$ cat src/rtl/step_pkg.sv
// Shared types and constants for the step_controller arbiter.
package step_pkg;

   // Default operand/result width of the shared step_controller.
   localparam int DATA_W_DEF = 8;

   // Arbiter sequencing states.
   typedef enum logic [1:0] {
      ST_IDLE  = 2'd0,
      ST_ISSUE = 2'd1,
      ST_WAIT  = 2'd2,
      ST_RESP  = 2'd3
   } arb_state_t;

   // Stage encodings of the existing step_controller pipeline.
   localparam logic [1:0] SC_ADD     = 2'd0;
   localparam logic [1:0] SC_MUL     = 2'd1;
   localparam logic [1:0] SC_SPECIAL = 2'd2;
   localparam logic [1:0] SC_END     = 2'd3;

   // Width of a requester index; at least one bit.
   function automatic int id_width(input int n);
      return (n <= 2) ? 1 : $clog2(n);
   endfunction

endpackage

$ cat src/rtl/step_arbiter_if.sv
// Requester-side bus: level requests with operands, one-hot response strobe.
interface step_arbiter_if #(
   parameter int N_REQ  = 4,
   parameter int DATA_W = 8
) ();
   logic [N_REQ-1:0]        req;
   logic [N_REQ*DATA_W-1:0] req_data;
   logic [N_REQ-1:0]        rsp_valid;
   logic [DATA_W-1:0]       rsp_data;
   logic                    rsp_err;

   // Requester side drives requests and consumes responses.
   modport master (output req, output req_data,
                   input rsp_valid, input rsp_data, input rsp_err);

   // Arbiter side consumes requests and drives responses.
   modport slave  (input req, input req_data,
                   output rsp_valid, output rsp_data, output rsp_err);
endinterface

$ cat src/rtl/step_arbiter_rr_pick.sv
// Round-robin picker: rotate so the port after the last winner sits at bit 0,
// take the lowest set bit, then rotate the offset back to a port index.
module rr_pick
   import step_pkg::*;
#(
   parameter int N_REQ = 4,
   parameter int ID_W  = id_width(N_REQ)
) (
   input  logic [N_REQ-1:0] req,
   input  logic [ID_W-1:0]  last_id,
   output logic [ID_W-1:0]  gnt_id,
   output logic             any
);
   logic [ID_W-1:0]  start;
   logic [N_REQ-1:0] rot;
   logic [ID_W-1:0]  off;

   // Search begins one past the previous winner, wrapping at N_REQ.
   assign start = (last_id == ID_W'(N_REQ - 1)) ? '0 : last_id + 1'b1;

   generate
      for (genvar gi = 0; gi < N_REQ; gi++) begin : g_rot
         assign rot[gi] = req[ID_W'((int'(start) + gi) % N_REQ)];
      end
   endgenerate

   // Priority encode: the lowest rotated bit is the nearest port after last_id.
   always_comb begin
      off = '0;
      for (int k = N_REQ - 1; k >= 0; k--) begin
         if (rot[k]) off = ID_W'(k);
      end
   end

   assign gnt_id = ID_W'((int'(start) + int'(off)) % N_REQ);
   assign any    = |req;

endmodule

$ cat src/rtl/step_arbiter.sv
// Round-robin sequencer sharing one step_controller between N_REQ requesters:
// grant, single-cycle start, wait for done or watchdog, then respond to the
// granted port only.
module step_arbiter
   import step_pkg::*;
#(
   parameter int N_REQ   = 4,
   parameter int DATA_W  = DATA_W_DEF,
   parameter int TIMEOUT = 64
) (
   input  logic              clk,
   input  logic              rst,
   step_arbiter_if.slave     bus,
   output logic              sc_start,
   output logic [DATA_W-1:0] sc_data_in,
   input  logic [DATA_W-1:0] sc_data_out,
   input  logic              sc_done,
   output logic              busy,
   output logic              err_sticky
);
   localparam int ID_W    = id_width(N_REQ);
   localparam int TIMER_W = $clog2(TIMEOUT);

   arb_state_t         state_q;
   logic [ID_W-1:0]    gnt_q;
   logic [ID_W-1:0]    last_id_q;
   logic [DATA_W-1:0]  op_q;
   logic [TIMER_W-1:0] timer_q;
   logic               sc_start_q;
   logic [N_REQ-1:0]   rsp_valid_q;
   logic [DATA_W-1:0]  rsp_data_q;
   logic               rsp_err_q;
   logic               err_sticky_q;

   logic [ID_W-1:0]    pick_gnt;
   logic               pick_any;
   logic [DATA_W-1:0]  op_d;

   rr_pick #(.N_REQ(N_REQ), .ID_W(ID_W)) u_pick (
      .req     (bus.req),
      .last_id (last_id_q),
      .gnt_id  (pick_gnt),
      .any     (pick_any)
   );

   // Operand of the port that would be granted this cycle.
   assign op_d = bus.req_data[int'(pick_gnt)*DATA_W +: DATA_W];

   // Sequencer FSM; every output is a register so nothing glitches downstream.
   always_ff @(posedge clk) begin
      if (rst) begin
         state_q      <= ST_IDLE;
         gnt_q        <= '0;
         last_id_q    <= ID_W'(N_REQ - 1);
         op_q         <= '0;
         timer_q      <= '0;
         sc_start_q   <= 1'b0;
         rsp_valid_q  <= '0;
         rsp_data_q   <= '0;
         rsp_err_q    <= 1'b0;
         err_sticky_q <= 1'b0;
      end else begin
         sc_start_q  <= 1'b0;
         rsp_valid_q <= '0;
         case (state_q)
            ST_IDLE: begin
               if (pick_any) begin
                  // Operand is captured only here; later req_data changes are ignored.
                  gnt_q      <= pick_gnt;
                  op_q       <= op_d;
                  sc_start_q <= 1'b1;
                  state_q    <= ST_ISSUE;
               end
            end
            ST_ISSUE: begin
               timer_q <= '0;
               state_q <= ST_WAIT;
            end
            ST_WAIT: begin
               timer_q <= timer_q + 1'b1;
               // Done takes precedence over a coincident watchdog expiry.
               if (sc_done) begin
                  rsp_data_q  <= sc_data_out;
                  rsp_err_q   <= 1'b0;
                  rsp_valid_q <= N_REQ'(1) << gnt_q;
                  state_q     <= ST_RESP;
               end else if (timer_q == TIMER_W'(TIMEOUT - 1)) begin
                  // step_controller cannot be aborted; err_sticky tells the system to reset it.
                  rsp_data_q   <= '0;
                  rsp_err_q    <= 1'b1;
                  err_sticky_q <= 1'b1;
                  rsp_valid_q  <= N_REQ'(1) << gnt_q;
                  state_q      <= ST_RESP;
               end
            end
            ST_RESP: begin
               last_id_q <= gnt_q;
               state_q   <= ST_IDLE;
            end
            default: state_q <= ST_IDLE;
         endcase
      end
   end

   assign sc_start      = sc_start_q;
   assign sc_data_in    = op_q;
   assign busy          = (state_q != ST_IDLE);
   assign err_sticky    = err_sticky_q;
   assign bus.rsp_valid = rsp_valid_q;
   assign bus.rsp_data  = rsp_data_q;
   assign bus.rsp_err   = rsp_err_q;

endmodule

$ cat src/flat_wrapper.sv
// flat-port wrapper written by rule: the top's interface ports become plain ports
module step_arbiter_flat import step_pkg::*;
#(
   parameter int N_REQ   = 4,
   parameter int DATA_W  = DATA_W_DEF,
   parameter int TIMEOUT = 64
)
  (clk, rst, sc_start, sc_data_in, sc_data_out, sc_done, busy, err_sticky, bus_req, bus_req_data, bus_rsp_valid, bus_rsp_data, bus_rsp_err);
  step_arbiter_if #(.N_REQ(N_REQ), .DATA_W(DATA_W)) bus_i ();
  input  logic clk;
  input  logic rst;
  output logic sc_start;
  output logic [DATA_W-1:0] sc_data_in;
  input  logic [DATA_W-1:0] sc_data_out;
  input  logic sc_done;
  output logic busy;
  output logic err_sticky;
  input wire logic [$bits(bus_i.req)-1:0] bus_req;
  input wire logic [$bits(bus_i.req_data)-1:0] bus_req_data;
  output wire logic [$bits(bus_i.rsp_valid)-1:0] bus_rsp_valid;
  output wire logic [$bits(bus_i.rsp_data)-1:0] bus_rsp_data;
  output wire logic [$bits(bus_i.rsp_err)-1:0] bus_rsp_err;
  assign bus_i.req = bus_req;
  assign bus_i.req_data = bus_req_data;
  assign bus_rsp_valid = bus_i.rsp_valid;
  assign bus_rsp_data = bus_i.rsp_data;
  assign bus_rsp_err = bus_i.rsp_err;
  step_arbiter #(.N_REQ(N_REQ), .DATA_W(DATA_W), .TIMEOUT(TIMEOUT)) u_core (.clk(clk), .rst(rst), .bus(bus_i), .sc_start(sc_start), .sc_data_in(sc_data_in), .sc_data_out(sc_data_out), .sc_done(sc_done), .busy(busy), .err_sticky(err_sticky));
endmodule
$ cat config.mk
export PLATFORM = sky130hd
export DESIGN_NAME = step_arbiter_flat
export DESIGN_NICKNAME = d
export VERILOG_FILES = /design/src/rtl/step_pkg.sv /design/src/rtl/step_arbiter_if.sv /design/src/rtl/step_arbiter_rr_pick.sv /design/src/rtl/step_arbiter.sv /design/src/flat_wrapper.sv
export SDC_FILE = /design/constraint.sdc
export NUM_CORES = 1
export LEC_CHECK = 0
export CAP_MARGIN = 30
export CORE_MARGIN = 4
export CORE_UTILIZATION = 44
export DETAILED_ROUTE_END_ITERATION = 7
export HOLD_SLACK_MARGIN = 0.1
export MAX_ROUTING_LAYER = met4
export PLACE_DENSITY = 0.8
export SYNTH_ARGS = -nofsm -noshare
export SYNTH_HDL_FRONTEND = slang
export SYNTH_SLANG_ARGS = --single-unit
$ cat constraint.sdc
create_clock -name clk -period 3.88 [get_ports clk]
set_input_delay 0.776 -clock clk [delete_from_list [all_inputs] [get_ports clk]]
set_output_delay 0.776 -clock clk [all_outputs]
set_load 0.05 [all_outputs]
==> results of run 1 <==
==> sequential cells by signal, summed over array words and instances (netlist names), 2 cells and up <==
signal / flops
u_core.bus.rsp_valid: 4
u_core.last_id_q: 2
u_core.timer_q: 6
u_core.gnt_q: 2
u_core.bus.rsp_data: 8
u_core.state_q: 2
u_core.sc_data_in: 8
==> per-layer routing <==
metal	GRT usage [%]	wire length [microns]	share of wire, %	vias up
li1	-	-	-	894
met1	23.90	2169	46	870
met2	30.39	2321	49	46
met3	4.132	172	3.6	10
met4	5.738	99	2.1	0
met5	-	0	0	-
==> metrics by stage <==
step                      std cells  total power (W)
after global routing            323         0.001689
after global placement          315         0.001339
final                           323         0.001595
after CTS                       323         0.001602
after floorplan                 202         0.001096
after detailed placement        315         0.001352
==> worst max-delay path, cell delays in order <==
cell,delay (ns)
sky130_fd_sc_hd__clkdlybuf4s50_1,0.49
sky130_fd_sc_hd__nor2b_1,0.19
sky130_fd_sc_hd__a21oi_1,0.12
sky130_fd_sc_hd__nor2_1,0.05
sky130_fd_sc_hd__a211oi_1,0.22
sky130_fd_sc_hd__a21oi_1,0.07
sky130_fd_sc_hd__ha_1,0.20
sky130_fd_sc_hd__xnor2_1,0.39
sky130_fd_sc_hd__nor2_1,0.15
sky130_fd_sc_hd__a32oi_2,0.50
sky130_fd_sc_hd__nand4_1,0.16
sky130_fd_sc_hd__a32o_1,0.28
==> cells by family (layout without fill, tap and decap cells) <==
family / Yosys count / in the layout / synth area share, %
and+or+nand+nor: 69 / 69 / 19.37
buffers and inverters: 18 / 89 / 4.505
muxes: 17 / 17 / 9.146
xor gates and xnor gates: 5 / 5 / 2.354
AOI/OAI and AO/OA: 51 / 51 / 22.26
DFF: 35 / 35 / 37.66
adders and majority gates: 7 / 7 / 4.707
==> final cells by class <==
cell class                 instances  area, sq um  area share (%)
clock buffer                       7        76.32           2.850
multi-input combinational        149         1076           40.19
sequential                        35        700.7           26.17
tap                               50        62.56           2.336
clock inverter                     1        5.005          0.1869
timing repair buffer              74        730.7           27.29
inverter                           7        26.28          0.9813
==> worst paths after layout <==
path                                            from                    to  slack (ns)  cells after the start
worst max-delay path                      bus_req[3]  u_core.sc_data_in[5]        0.45                     12
worst max register to register   u_core.last_id_q[0]  u_core.sc_data_in[5]        0.74                     12
worst min-delay path            u_core.sc_data_in[0]  u_core.sc_data_in[0]        0.47                      1
worst min register to register  u_core.sc_data_in[0]  u_core.sc_data_in[0]        0.47                      1
==> report_power, final <==
part           internal, W  leakage [nW]  switching (W)
clock             0.000126        0.0422       0.000119
combinational     0.000341         0.650       0.000519
sequential        0.000438         0.286      0.0000532
==> cells in the final DEF (no fill, tap or decap), types with 2 or more instances in the layout <==
master	n
sky130_fd_sc_hd__buf_4	4
sky130_fd_sc_hd__clkdlybuf4s50_1	70
sky130_fd_sc_hd__inv_1	6
sky130_fd_sc_hd__o31ai_1	9
sky130_fd_sc_hd__clkbuf_8	5
sky130_fd_sc_hd__nor3_1	3
sky130_fd_sc_hd__xnor2_1	2
sky130_fd_sc_hd__nor4_1	2
sky130_fd_sc_hd__xor2_1	3
sky130_fd_sc_hd__dfxtp_1	35
sky130_fd_sc_hd__or3_1	2
sky130_fd_sc_hd__a32o_1	8
sky130_fd_sc_hd__ha_1	7
sky130_fd_sc_hd__a22oi_1	8
sky130_fd_sc_hd__nand3_1	2
sky130_fd_sc_hd__nand4_1	11
sky130_fd_sc_hd__nor2_1	24
sky130_fd_sc_hd__nor2b_1	4
sky130_fd_sc_hd__a21oi_1	9
sky130_fd_sc_hd__nand2_1	9
sky130_fd_sc_hd__nor4b_1	2
sky130_fd_sc_hd__a211o_1	2
sky130_fd_sc_hd__a211oi_1	2
sky130_fd_sc_hd__mux2i_1	17
sky130_fd_sc_hd__o21ai_0	3
sky130_fd_sc_hd__clkbuf_1	2
sky130_fd_sc_hd__nand2b_1	4
==> impl_results.rst, run 1 <==
.. list-table::
   :header-rows: 1

   * - Metric
     - Value
   * - Max-cap check violation count
     - 0
   * - Post-synth ARST share
     - 0%
   * - Run status
     - finished clean
   * - Type of the worst min-delay path
     - reg2reg
   * - Depth of the CTS H-tree
     - 2
   * - Worst setup EP type
     - flop
   * - Post-place setup slack
     - 0.1996 ns
   * - Cell types with the largest area share after synthesis
     - sky130_fd_sc_hd__dfxtp_1, sky130_fd_sc_hd__mux2i_1, sky130_fd_sc_hd__nor2_1
   * - TritonCTS clock tree
     - yes
   * - Ys flop type
     - sky130_fd_sc_hd__dfxtp_1
   * - Reported leakage power
     - 0.9777 nW
   * - IO Port Bufs
     - 70
   * - Total CTS buffers
     - 5
   * - Combined global-route utilization of all metal layers
     - 18.99%
   * - Setup repair bufs after CTS
     - 0
   * - Area enclosed by the die boundary
     - 5333 sq um
   * - Clock-pin slew of the registers on the worst-case setup and hold paths
     - 0.06 ns
   * - Effective utilization at floorplan
     - 45.85%
   * - Share of final-layout standard cells stronger than drive strength 1
     - 6.227%
   * - Netlist cell types
     - 43
   * - Most frequent cells after synthesis
     - sky130_fd_sc_hd__dfxtp_1, sky130_fd_sc_hd__nor2_1, sky130_fd_sc_hd__mux2i_1
   * - Number of register bits inferred by synthesis
     - 35
   * - Setup repair after global routing missed its margin
     - no
   * - Sequential cell area fraction in the yosys report
     - 37.66%
   * - DRC
     - 0
   * - Buffers from clock root to sink, at most
     - 2
   * - Worst relative slew slack
     - 56.02%
   * - Sink count of the clock tree
     - 35
   * - First-pass GRT wire length
     - 7900 microns
   * - YS warnings
     - 0
   * - Iter 0 DRT Violations
     - 94
   * - Number of flops mapped to enable cells by yosys
     - 0
   * - Most area-hungry cell type in the Yosys netlist
     - sky130_fd_sc_hd__dfxtp_1
   * - Max Clk Rate
     - 291.5 MHz
   * - Final clock period utilization by the worst path
     - 88.43%
   * - Post-route cell area
     - 2678 sq um
   * - Number of antenna-violating nets in the routed design
     - 0
   * - Arrival time reported for the critical path endpoint
     - 3.60 ns
   * - Worst setup slack after layout
     - 0.4490 ns
   * - Post-Syn Nets
     - 256
   * - CTS Root Buffer Type
     - sky130_fd_sc_hd__clkbuf_8
   * - Element type at the critical path start
     - input port
   * - Power density of the placed cells
     - 595.7 nW/um^2
   * - Die span in y
     - 73.03 microns
   * - Worst Hold Margin
     - 0.4664 ns
   * - Largest net degree at the start of global routing
     - 25
   * - Classification of the worst setup path
     - in2reg
   * - Inserted Diodes
     - 0
   * - Number of global-route vias before repair
     - 1748
   * - Setup Skew
     - 0.006479 ns
   * - Pre-Repair DR Iteration Count
     - 4
   * - Total routed wirelength
     - 4762 microns
   * - Summed negative setup slack over all endpoints
     - 0 ns
   * - Detailed-route via count
     - 1820
   * - # setup viols final
     - 0
   * - HPWL after detailed placement
     - 3602 microns
   * - Worst supply voltage drop on vdd
     - 0.3849 mV
   * - Per-instance average area after synthesis
     - 9.211 sq um
   * - Post-CTS sizing
     - 0
   * - Later-pin clock latency in the skew report
     - 0.28 ns
   * - Number of placed I/O pins
     - 71
   * - Via-to-Cell Ratio
     - 5.635
   * - Post-layout net count
     - 326
   * - # fillers
     - 330
   * - Core occupancy in the finished layout
     - 65.99%
   * - Min Clock Period, post-route
     - 3.431 ns
   * - Die outline width
     - 73.03 microns
   * - Worst EP required
     - 4.05 ns
   * - Share of the synthesized area in the top cell type
     - 37.66%
   * - Final hold violation count
     - 0
   * - Final count of pins violating max slew
     - 0
   * - Overflow after GRT
     - 0
   * - Maximum fanout encountered on the critical timing path
     - 9
   * - Post-synthesis instance area
     - 1861 sq um
   * - Synthesis-to-finish area growth
     - 43.91%
   * - Post-placement cell area
     - 2596 sq um
   * - Initial antenna violation count
     - 0
   * - Post-CTS Hold Buffers
     - 0
   * - Detailed-route wire length per cell
     - 14.74 microns
   * - Gate count after technology mapping
     - 202
   * - Leading cell type by number of instances after synthesis
     - sky130_fd_sc_hd__dfxtp_1
   * - Worst-margin pin slew
     - 0.6536 ns
   * - Final estimated routing congestion in global placement
     - 0.8315
   * - Core area
     - 4058 sq um
   * - Number of rows in the core area
     - 23
No activity file was read; power rests on OpenSTA's default activity.
==> inputs of run 2 (changes only) <==
- PLACE_DENSITY: 0.8 -> 0.82
==> impl_results.rst, run 2 (synthesis results as in run 1) <==
.. list-table::
   :header-rows: 1

   * - Metric
     - Value
   * - Run status
     - finished clean
   * - Startpoint of the worst hold path
     - u_core.sc_data_in[2]
   * - Post-CTS sizing
     - 0 (unchanged)
   * - Reported leakage power
     - 0.9767 nW (-0.11%)
   * - # fillers
     - 341 (+3.3%)
   * - First-pass GRT wire length
     - 7935 microns (+0.44%)
   * - Detailed-route wire length per cell
     - 14.80 microns (+0.42%)
   * - Die span in y
     - 73.03 microns (unchanged)
   * - Inserted Diodes
     - 0 (unchanged)
   * - Worst supply voltage drop on vdd
     - 0.3922 mV (+1.9%)
   * - Setup repair after global routing missed its margin
     - no
   * - Synthesis-to-finish area growth
     - 44.12%
   * - Worst Hold End
     - u_core.sc_data_in[2]
   * - Buffers from clock root to sink, at most
     - 2 (unchanged)
   * - Total CTS buffers
     - 5 (unchanged)
   * - CTS Root Buffer Type
     - sky130_fd_sc_hd__clkbuf_8
   * - Later-pin clock latency in the skew report
     - 0.28 ns (about the same)
   * - Worst EP required
     - 4.06 ns (about the same)
   * - # setup viols final
     - 0 (unchanged)
   * - Via-to-Cell Ratio
     - 5.588 (-0.82%)
   * - Die outline width
     - 73.03 microns (unchanged)
   * - Number of rows in the core area
     - 23 (unchanged)
   * - Worst r2r dst
     - u_core.sc_data_in[0]
   * - Worst setup slack for register-to-register paths
     - 0.74 ns (about the same)
   * - TritonCTS clock tree
     - yes
   * - Core area
     - 4058 sq um (unchanged)
   * - Power Internal
     - 0.0009038 W (about the same)
   * - Element type at the critical path start
     - input port
   * - Maximum fanout encountered on the critical timing path
     - 9 (unchanged)
   * - Max Clk Rate
     - 292.9 MHz (+0.50%)
   * - Max-cap check violation count
     - 0 (unchanged)
   * - Final hold violation count
     - 0 (unchanged)
   * - Worst-margin pin slew
     - 0.6742 ns (+0.02056 ns)
   * - Area enclosed by the die boundary
     - 5333 sq um (unchanged)
   * - Effective utilization at floorplan
     - 45.85% (unchanged)
   * - Initial antenna violation count
     - 0 (unchanged)
   * - Setup Skew
     - 0.007047 ns (+0.0005681 ns)
   * - Sink count of the clock tree
     - 35 (unchanged)
   * - DRC
     - 0 (unchanged)
   * - Leading cell type in the layout, fill and taps excluded
     - sky130_fd_sc_hd__clkdlybuf4s50_1
   * - Worst Reg2Reg Path Length in Cells
     - 12 (unchanged)
   * - Post-layout net count
     - 326 (unchanged)
   * - Largest net degree at the start of global routing
     - 25 (unchanged)
   * - Min Clock Period, post-route
     - 3.414 ns (-0.01708 ns)
   * - HPWL after detailed placement
     - 3593 microns (-0.23%)
   * - Type of the worst min-delay path
     - reg2reg
   * - Commonest cells after routing, fill and taps aside
     - sky130_fd_sc_hd__clkdlybuf4s50_1, sky130_fd_sc_hd__dfxtp_1, sky130_fd_sc_hd__nor2_1
   * - Relative contribution of combinational cells to total power
     - 54.0% (about the same)
   * - Cell Chain, Critical Path
     - clkdlybuf4s50_1 > nor2b_1 > a21oi_1 > nor2_1 > a211oi_1 > a21oi_1 > ha_1 > xnor2_1 > nor2_1 > a32oi_2 > nand4_1 > a32o_1
   * - Worst Hold Margin
     - 0.4738 ns (+0.007340 ns)
   * - Depth of the CTS H-tree
     - 2 (unchanged)
   * - Number of antenna-violating nets in the routed design
     - 0 (unchanged)
   * - Pre-Repair DR Iteration Count
     - 4 (unchanged)
   * - Final count of pins violating max slew
     - 0 (unchanged)
   * - Classification of the worst setup path
     - in2reg
   * - Combined global-route utilization of all metal layers
     - 18.97% (-0.024 points)
   * - Cell with the biggest individual delay on the critical path
     - sky130_fd_sc_hd__a32oi_2
   * - Total routed wirelength
     - 4782 microns (+0.42%)
   * - Part of the power in registers
     - 30.6% (-0.2 points)
   * - Worst relative slew slack
     - 54.64% (-1.4 points)
   * - Number of global-route vias before repair
     - 1817 (+3.9%)
   * - Fraction of power consumed by the clock network
     - 15.4% (about the same)
   * - Net switching fraction of the power
     - 43.63% (+0.32 points)
   * - Hold-critical path depth
     - 1 (unchanged)
   * - Iter 0 DRT Violations
     - 63 (-33%)
   * - Launch instance of the worst register-to-register path
     - u_core.last_id_q[0]
   * - Final clock period utilization by the worst path
     - 87.99% (-0.44 points)
   * - Switching pwr
     - 0.0006996 W (+1.3%)
   * - Number of placed I/O pins
     - 71 (unchanged)
   * - Share of final-layout standard cells stronger than drive strength 1
     - 6.593% (+0.37 points)
   * - Post-CTS Hold Buffers
     - 0 (unchanged)
   * - Worst setup EP type
     - flop
   * - Clock-pin slew of the registers on the worst-case setup and hold paths
     - 0.07 ns (about the same)
   * - Summed negative setup slack over all endpoints
     - 0 ns (unchanged)
   * - Final estimated routing congestion in global placement
     - 0.8197 (-1.4%)
   * - Critical path's largest stage delay
     - 0.49 ns (about the same)
   * - Arrival time reported for the critical path endpoint
     - 3.59 ns (about the same)
   * - Detailed-route via count
     - 1805 (-0.82%)
   * - Overflow after GRT
     - 0 (unchanged)
   * - Power density of the placed cells
     - 598.0 nW/um^2 (+0.38%)
   * - IO Port Bufs
     - 70 (unchanged)
   * - Setup repair bufs after CTS
     - 0 (unchanged)
## run 2: cell count changes in the layout (fill, tap and decap cells not counted), sizes merged
cell      delta
clkbuf       -1
clkinvlp     +1
## run 2: power groups by stage
| stage | clock network (W) | registers, W | logic [W] |
|---|---|---|---|
| floorplan | 0 | 0.000667 | 0.000429 |
| global placement | 0 | 0.000495 | 0.000840 |
| detailed placement | 0 | 0.000495 | 0.000856 |
| CTS | 0.000254 | 0.000490 | 0.000865 |
| global route | 0.000270 | 0.000499 | 0.000922 |
| finish | 0.000247 | 0.000491 | 0.000865 |
## run 2: per-layer routing
metal | vias to the layer above | global-route usage [%] | wire length [microns]
li1 | 899 | - | -
met1 | 861 | 23.32 | 2131
met2 | 41 | 32.27 | 2472
met3 | 4 | 2.479 | 141
met4 | 0 | 5.533 | 36
met5 | - | - | 0
## run 2: how the worst max path moves through the flow
stage,end,from,slack (ns)
floorplan,u_core.sc_data_in[5],bus_req[2],0.71
global placement,u_core.sc_data_in[6],bus_req[3],0.30
detailed placement,u_core.sc_data_in[7],bus_req[3],0.22
CTS,u_core.sc_data_in[7],bus_req[3],0.51
global route,u_core.sc_data_in[0],bus_req[3],0.20
finish,u_core.sc_data_in[0],bus_req[3],0.47
## run 2: worst max-delay path: cells and delay by family
kind                     cells  cell delay [ns]
AO/OA/AOI/OAI                5             1.18
AND/OR/NAND/NOR              4             0.55
buffers and inverters        1             0.48
XOR/XNOR                     1             0.40
adder cells (fa/ha/maj)      1             0.21
## run 2: final cells by class
| class | count | area, sq um | area share (%) |
|---|---|---|---|
| clock buffers | 6 | 72.57 | 2.706 |
| repair buffers | 74 | 730.7 | 27.25 |
| inverters | 7 | 26.28 | 0.9799 |
| flip-flops and latches | 35 | 700.7 | 26.13 |
| clock inverters | 2 | 12.51 | 0.4666 |
| well taps | 50 | 62.56 | 2.333 |
| multi-input cells | 149 | 1076 | 40.13 |
## run 2: per-stage QoR
| stage | area [sq um] | utilization (%) | worst slack [ns] | instances | power (W) |
|---|---|---|---|---|---|
| 2_1_floorplan | 1861 | - | 0.7062 | 202 | 0.001096 |
| 3_3_place_gp | 2596 | 63.98 | 0.2992 | 315 | 0.001336 |
| 3_5_place_dp | 2596 | 63.98 | 0.2212 | 315 | 0.001351 |
| 4_1_cts | 2681 | 66.08 | 0.5102 | 323 | 0.001609 |
| 5_1_grt | 2681 | 66.08 | 0.2002 | 323 | 0.001691 |
| 6_report | 2681 | 66.08 | 0.4661 | 323 | 0.001603 |
